===== config.mk =====
export PLATFORM = sky130hd
export DESIGN_NAME = display_scheduler_flat
export DESIGN_NICKNAME = d
export VERILOG_FILES = /design/src/rtl/display_scheduler_if.sv /design/src/rtl/display_scheduler.sv /design/src/flat_wrapper.sv
export SDC_FILE = /design/constraint.sdc
export NUM_CORES = 1
export LEC_CHECK = 0
export ABC_AREA = 1
export BUFFER_PORTS_ARGS = -buffer_cell sky130_fd_sc_hd__buf_2
export CAP_MARGIN = 20
export CORE_AREA = 4 4 91 93
export CTS_CLUSTER_SIZE = 40
export DETAILED_ROUTE_END_ITERATION = 10
export DIE_AREA = 0 0 95 97
export PLACE_DENSITY = 0.83
export SLEW_MARGIN = 20
export SYNTH_ARGS = -nofsm -noshare
export SYNTH_HDL_FRONTEND = slang
export SYNTH_SLANG_ARGS = --single-unit

===== constraint.sdc =====
create_clock -name clk -period 3.25 [get_ports clk]
set_input_delay 0.1625 -clock clk [delete_from_list [all_inputs] [get_ports clk]]
set_output_delay 0.1625 -clock clk [all_outputs]
set_load 0.01 [all_outputs]

===== src/rtl/display_scheduler_if.sv =====
// Bundle between the value sources, the scheduler and the seven-segment number path.
// master: source side (timing strobe, lock, activity requests, source values).
// slave:  scheduler side (selected value, index and hold indication).
interface display_scheduler_if #(
  parameter int N_SRC = 4,
  parameter int W     = 32,
  parameter int IW    = 2
);
  logic               en;
  logic               lock;
  logic [N_SRC-1:0]   req;
  logic [N_SRC*W-1:0] data;
  logic [W-1:0]       num;
  logic [IW-1:0]      src;
  logic               override;

  modport master (
    output en, lock, req, data,
    input  num, src, override
  );

  modport slave (
    input  en, lock, req, data,
    output num, src, override
  );
endinterface


===== src/rtl/display_scheduler.sv =====
// Display scheduler: time-shares the seven-segment number path between N_SRC sources.
// Rotates through sources every DWELL strobes; an active source preempts rotation
// and is held on screen for HOLD strobes, with further requests queued round-robin.
//
// state     | meaning
// ----------+-------------------------------------------------------------
// ST_ROTATE | normal rotation, src advances every DWELL en strobes
// ST_HOLD   | a requesting source is pinned on screen for HOLD en strobes
module display_scheduler #(
  parameter int N_SRC = 4,
  parameter int W     = 32,
  parameter int IW    = 2,
  parameter int DWELL = 8,
  parameter int HOLD  = 16
) (
  input  logic                clk,
  input  logic                reset,
  display_scheduler_if.slave  bus
);

  localparam int DW_W = (DWELL > 1) ? $clog2(DWELL) : 1;
  localparam int HW_W = (HOLD > 1) ? $clog2(HOLD) : 1;
  localparam logic [DW_W-1:0] DWELL_LAST = DW_W'(DWELL - 1);
  localparam logic [HW_W-1:0] HOLD_LOAD  = HW_W'(HOLD - 1);
  localparam logic [IW-1:0]   SRC_LAST   = IW'(N_SRC - 1);

  typedef enum logic {
    ST_ROTATE = 1'b0,
    ST_HOLD   = 1'b1
  } state_t;

  state_t            state_q, state_d;
  logic [IW-1:0]     src_q, src_d;
  logic [DW_W-1:0]   dwell_q, dwell_d;
  logic [HW_W-1:0]   hold_q, hold_d;
  logic [N_SRC-1:0]  pending_q, pending_d;
  logic [W-1:0]      num_q, num_d;

  logic [N_SRC-1:0]  cand;
  logic [N_SRC-1:0]  req_eff;
  logic [N_SRC-1:0]  grant_oh;
  logic              grant_valid;
  logic [IW-1:0]     grant_idx;
  logic [IW-1:0]     src_inc;

  // Round-robin pick: search starts just after cur and wraps, so cur itself is checked last.
  // The wrap is a compare against N_SRC-1 so non-power-of-two source counts work.
  function automatic logic [IW-1:0] rr_pick(input logic [N_SRC-1:0] vec,
                                            input logic [IW-1:0]    cur);
    logic [IW-1:0] pick;
    logic          found;
    int            idx;
    pick  = cur;
    found = 1'b0;
    idx   = (cur == SRC_LAST) ? 0 : int'(cur) + 1;
    for (int k = 0; k < N_SRC; k++) begin
      if (!found && vec[idx[IW-1:0]]) begin
        pick  = IW'(idx);
        found = 1'b1;
      end
      idx = (idx == N_SRC - 1) ? 0 : idx + 1;
    end
    return pick;
  endfunction

  assign src_inc = (src_q == SRC_LAST) ? '0 : src_q + IW'(1);
  assign cand    = pending_q | bus.req;

  // Next-state logic: preemption, dwell rotation, hold countdown and queued grants.
  always_comb begin
    state_d     = state_q;
    src_d       = src_q;
    dwell_d     = dwell_q;
    hold_d      = hold_q;
    grant_valid = 1'b0;
    grant_idx   = src_q;
    if (!bus.lock) begin
      case (state_q)
        ST_ROTATE: begin
          if (|cand) begin
            grant_valid = 1'b1;
            grant_idx   = rr_pick(cand, src_q);
            src_d       = grant_idx;
            hold_d      = HOLD_LOAD;
            dwell_d     = '0;
            state_d     = ST_HOLD;
          end else if (bus.en) begin
            if (dwell_q == DWELL_LAST) begin
              src_d   = src_inc;
              dwell_d = '0;
            end else begin
              dwell_d = dwell_q + DW_W'(1);
            end
          end
        end
        ST_HOLD: begin
          if (bus.req[src_q]) begin
            hold_d = HOLD_LOAD;
          end else if (bus.en) begin
            if (hold_q != '0) begin
              hold_d = hold_q - HW_W'(1);
            end else if (|pending_q) begin
              grant_valid = 1'b1;
              grant_idx   = rr_pick(pending_q, src_q);
              src_d       = grant_idx;
              hold_d      = HOLD_LOAD;
            end else begin
              state_d = ST_ROTATE;
              dwell_d = '0;
            end
          end
        end
        default: state_d = ST_ROTATE;
      endcase
    end
  end

  // Request queue: the held source's own request only refreshes its hold, it never queues.
  always_comb begin
    req_eff  = bus.req;
    grant_oh = '0;
    if (state_q == ST_HOLD) req_eff[src_q] = 1'b0;
    if (grant_valid) grant_oh[grant_idx] = 1'b1;
    pending_d = (pending_q | req_eff) & ~grant_oh;
  end

  // Value mux on the index chosen this cycle, so num follows a select change by one clk.
  always_comb begin
    num_d = '0;
    for (int i = 0; i < N_SRC; i++) begin
      if (src_d == IW'(i)) num_d = bus.data[i*W +: W];
    end
  end

  // State, counters, request queue and output value registers.
  always_ff @(posedge clk or negedge reset) begin
    if (!reset) begin
      state_q   <= ST_ROTATE;
      src_q     <= '0;
      dwell_q   <= '0;
      hold_q    <= '0;
      pending_q <= '0;
      num_q     <= '0;
    end else begin
      state_q   <= state_d;
      src_q     <= src_d;
      dwell_q   <= dwell_d;
      hold_q    <= hold_d;
      pending_q <= pending_d;
      num_q     <= num_d;
    end
  end

  assign bus.num      = num_q;
  assign bus.src      = src_q;
  assign bus.override = (state_q == ST_HOLD);

endmodule


===== src/flat_wrapper.sv =====
// flat-port wrapper written by rule: the top's interface ports become plain ports
module display_scheduler_flat 
#(
  parameter int N_SRC = 4,
  parameter int W     = 32,
  parameter int IW    = 2,
  parameter int DWELL = 8,
  parameter int HOLD  = 16
)
  (clk, reset, bus_en, bus_lock, bus_req, bus_data, bus_num, bus_src, bus_override);
  display_scheduler_if #(.N_SRC(N_SRC), .W(W), .IW(IW)) bus_i ();
  input  logic clk;
  input  logic reset;
  input wire logic [$bits(bus_i.en)-1:0] bus_en;
  input wire logic [$bits(bus_i.lock)-1:0] bus_lock;
  input wire logic [$bits(bus_i.req)-1:0] bus_req;
  input wire logic [$bits(bus_i.data)-1:0] bus_data;
  output wire logic [$bits(bus_i.num)-1:0] bus_num;
  output wire logic [$bits(bus_i.src)-1:0] bus_src;
  output wire logic [$bits(bus_i.override)-1:0] bus_override;
  assign bus_i.en = bus_en;
  assign bus_i.lock = bus_lock;
  assign bus_i.req = bus_req;
  assign bus_i.data = bus_data;
  assign bus_num = bus_i.num;
  assign bus_src = bus_i.src;
  assign bus_override = bus_i.override;
  display_scheduler #(.N_SRC(N_SRC), .W(W), .IW(IW), .DWELL(DWELL), .HOLD(HOLD)) u_core (.clk(clk), .reset(reset), .bus(bus_i));
endmodule

==> impl_results.md <==
* Cells after synthesis at 482
* First-pass GRT wire length at 18.9 mm
* Most common cell in the netlist: sky130_fd_sc_hd__nand4_1
* TritonCTS buffer count at 5
* Dominant synthesized flop cell: sky130_fd_sc_hd__dfrtp_1
* Cell taking the most area after synthesis: sky130_fd_sc_hd__dfrtp_1
* Minimum period implied by the final worst setup slack at 2.97 ns
* Proportion of synthesized flip-flops having asynchronous set or reset at 100%
* Final Net Count at 777
* CTS root buf: sky130_fd_sc_hd__clkbuf_8
* Highest routing layer actually used: met4
* Post-synth design cell area at 3440 µm²
* Result of the run: complete, no violations
* # H-tree levels at 2
* Final setup vio count at 0
* Y dimension of the die at 97 µm
* Static leakage power at 0.00228 µW
* Mean Syn Cell Area at 7.13 µm²
* Hold WC Path Type: in -> reg
* Maximum clock frequency at 0.336 GHz
* Skew-Pair Late Insertion Delay at 0.30 ns
* Max clock buf depth at 2
* Final worst clock skew at 0.0102 ns
* Final hold violation count at 0
* Startpoint-to-endpoint class of the critical path: reg -> reg
* Antenna Nets Post-Route at 0
* Netlist cell types at 33
* Initial detailed-routing violation count at 267
* Average wire length per cell after detail routing at 16.2 µm
* Detailed-route vias per instance at 5.91
* Via count at 4349
* Antenna diode count at 0
* Fill count at 745
* Core Footprint at 7530 µm²
* CP max FO at 33
* Relative max-transition margin at 59.9%
* Post-synthesis sequential area ratio at 33.5%
* Measured slew at the worst slew-check pin at 0.601 ns
* Routed wl met3 at 1.11 mm
* Part of the cycle the worst path needs at 91.5%
* Highest ir drop seen on vdd at 0.374 mV
* TritonCTS sink count at 46
* TNS Setup at 0 ns
* WP data required at 3.40 ns
* Cell types occupying the most area after synthesis: sky130_fd_sc_hd__dfrtp_1 33%, sky130_fd_sc_hd__nand4_1 18%, sky130_fd_sc_hd__nand3_1 13%
* Number of global-route vias before repair at 3926
* Arrival time of data at the critical path endpoint at 3.13 ns
* Initial cell density of the core at 45.7%
* Endpoint type of the worst setup path: flop
* Amount of wire on met2 after detailed routing at 5.89 mm
* Placed cells at 725
* DR DRC count at 0
* Setup repair after global routing missed its margin: no
* Detailed placement HPWL at 9.07 mm
* Relative area change from synthesis to final layout at 29.7%
* I/O pin count at 171
* Number of flip-flops and latches in the synthesized netlist at 46
* Power density over the cells at 958 nW/µm²
* Port-buffer cells at 170
* Non-filler instance count after layout at 736
* Antenna violations before repair at 0
* Total routing usage reported by global routing at 25.4%
* Pre-antenna DRT Iters at 5
* Clock tree from TritonCTS: yes
* Total power after layout at 4270 µW
* Yosys top cell area share at 33.5%
* Routed met1 length at 4.61 mm
* Post-Syn Nets at 625
* Clock transition at the register clock pins on the worst setup and hold paths after CTS at 0.09 ns
* Max capacitance violation total at 0
* Total length of routed wires at 12.0 mm
* Number of enable-type register cells in the synthesized netlist at 0
* Maximum number of pins on one net before global-route repair at 66
* Fraction of layout instances using a drive strength above 1 at 33.0%
* Most frequent cells after synthesis: 98 x sky130_fd_sc_hd__nand4_1, 97 x sky130_fd_sc_hd__nand2_1, 86 x sky130_fd_sc_hd__nand3_1
* Setup crit start kind: flop
* Die area at 9220 µm²
* Yosys warning count at 0
* Number of max-slew violations in the final report at 0
* Core Rows at 32
* Die X-Extent at 95 µm
* Final RePlAce weighted congestion at 1.01
* Total congestion overflow after global routing at 0
final cells by class:
class | instances | area (µm²) | area share, %
clock buffer | 6 | 72.6 | 1.63
clock inverter | 1 | 7.51 | 0.168
timing repair buffer | 185 | 1040 | 23.2
inverter | 34 | 135 | 3.03
sequential | 46 | 1150 | 25.8
multi-input combinational | 362 | 1930 | 43.3
tap | 102 | 128 | 2.86
metrics by stage:
| stage | area [µm²] | utilization (%) | hold WS (ns) | worst slack, ns |
|---|---|---|---|---|
| finish | 4460 | 59.2 | 0.0940 | 0.275 |
| global route | 4460 | 59.2 | 0.0980 | 0.00886 |
| CTS | 4400 | 58.5 | 0.0765 | 0.155 |
| detailed placement | 4320 | 57.4 | 0.402 | 0.175 |
| global placement | 4320 | 57.4 | 0.392 | 0.287 |
| floorplan | 3440 | - | -0.133 | 0.491 |
final timing paths:
check / from / end / slack (ns) / cells after the start
setup / recovery: u_core.bus.src[0] / u_core.bus.num[30] / 0.28 / 21
hold / removal: bus_data[78] / u_core.bus.num[14] / 0.09 / 3
setup reg to reg: u_core.bus.src[0] / u_core.bus.num[30] / 0.28 / 21
hold reg to reg: u_core.dwell_q[1] / u_core.dwell_q[1] / 0.50 / 2
max in group asynchronous: reset / u_core.bus.src[1] / 2.44 / 2
min in group asynchronous: reset / u_core.bus.num[28] / 0.41 / 2
routing by layer:
metal	global-route usage, %	vias to the layer above
met5	0	-
met3	5.68	30
met2	41.1	257
li1	-	2031
met4	8.77	0
met1	33.2	2031
state kept, by name, summed over array words and instances (netlist names):
| signal | flops |
|---|---|
| u_core.pending_q | 4 |
| u_core.dwell_q | 3 |
| u_core.bus.override | 1 |
| u_core.hold_q | 4 |
| u_core.bus.num | 32 |
| u_core.bus.src | 2 |
cells by family (layout without fill, tap and decap cells):
| logic type | Yosys count | count (layout) | synth area share, % |
|---|---|---|---|
| adder cells (fa/ha/maj) | 7 | 7 | 2.55 |
| AO/OA/AOI/OAI | 47 | 47 | 7.75 |
| AND/OR/NAND/NOR | 308 | 308 | 45.2 |
| flip-flops | 46 | 46 | 33.5 |
| buffers and inverters | 74 | 226 | 11.1 |
power by group:
group          switching [µW]  leakage (µW)  internal [µW]
combinational            1920       0.00170           1060
sequential                124      0.000540            827
clock                     191     0.0000373            148
total                    2240       0.00228           2040
repair_timing:
action | in CTS | in global routing
endpoints found under the setup margin | 0 | 27
hold buffers | 0 | 1
endpoints found under the hold margin | 0 | 46
resized for setup | 0 | 3
buffers inserted | 0 | 2
worst max-delay path, stage by stage, from the launching register on:
cell and delay (ns):
sky130_fd_sc_hd__dfrtp_1 0.45, sky130_fd_sc_hd__inv_4 0.09, sky130_fd_sc_hd__ha_1 0.35, sky130_fd_sc_hd__inv_1 0.20, sky130_fd_sc_hd__nand2_1 0.09, sky130_fd_sc_hd__nand2_2 0.17, sky130_fd_sc_hd__nand2_1 0.07, sky130_fd_sc_hd__nand2_1 0.15
sky130_fd_sc_hd__nand4_1 0.10, sky130_fd_sc_hd__nand2_1 0.08, sky130_fd_sc_hd__nand2_1 0.05, sky130_fd_sc_hd__nand2_1 0.07, sky130_fd_sc_hd__nand2_1 0.05, sky130_fd_sc_hd__nand2_1 0.05, sky130_fd_sc_hd__nand2_1 0.05, sky130_fd_sc_hd__nand2_1 0.06
sky130_fd_sc_hd__nand2_1 0.06, sky130_fd_sc_hd__nand2_2 0.15, sky130_fd_sc_hd__nand2_2 0.12, sky130_fd_sc_hd__buf_12 0.19, sky130_fd_sc_hd__nand3_1 0.08, sky130_fd_sc_hd__nand4_1 0.12
layout by cell type, fill, tap and decap left out, types with 10 or more instances in the layout:
cell and count:
sky130_fd_sc_hd__nand2_1 95, sky130_fd_sc_hd__nand3_1 86, sky130_fd_sc_hd__dfrtp_1 46, sky130_fd_sc_hd__inv_1 29, sky130_fd_sc_hd__nand4_1 98, sky130_fd_sc_hd__buf_4 10, sky130_fd_sc_hd__buf_2 169, sky130_fd_sc_hd__a21oi_1 10
sky130_fd_sc_hd__nor2_1 12, sky130_fd_sc_hd__o21ai_0 19
(Power assumes the default switching activity.)
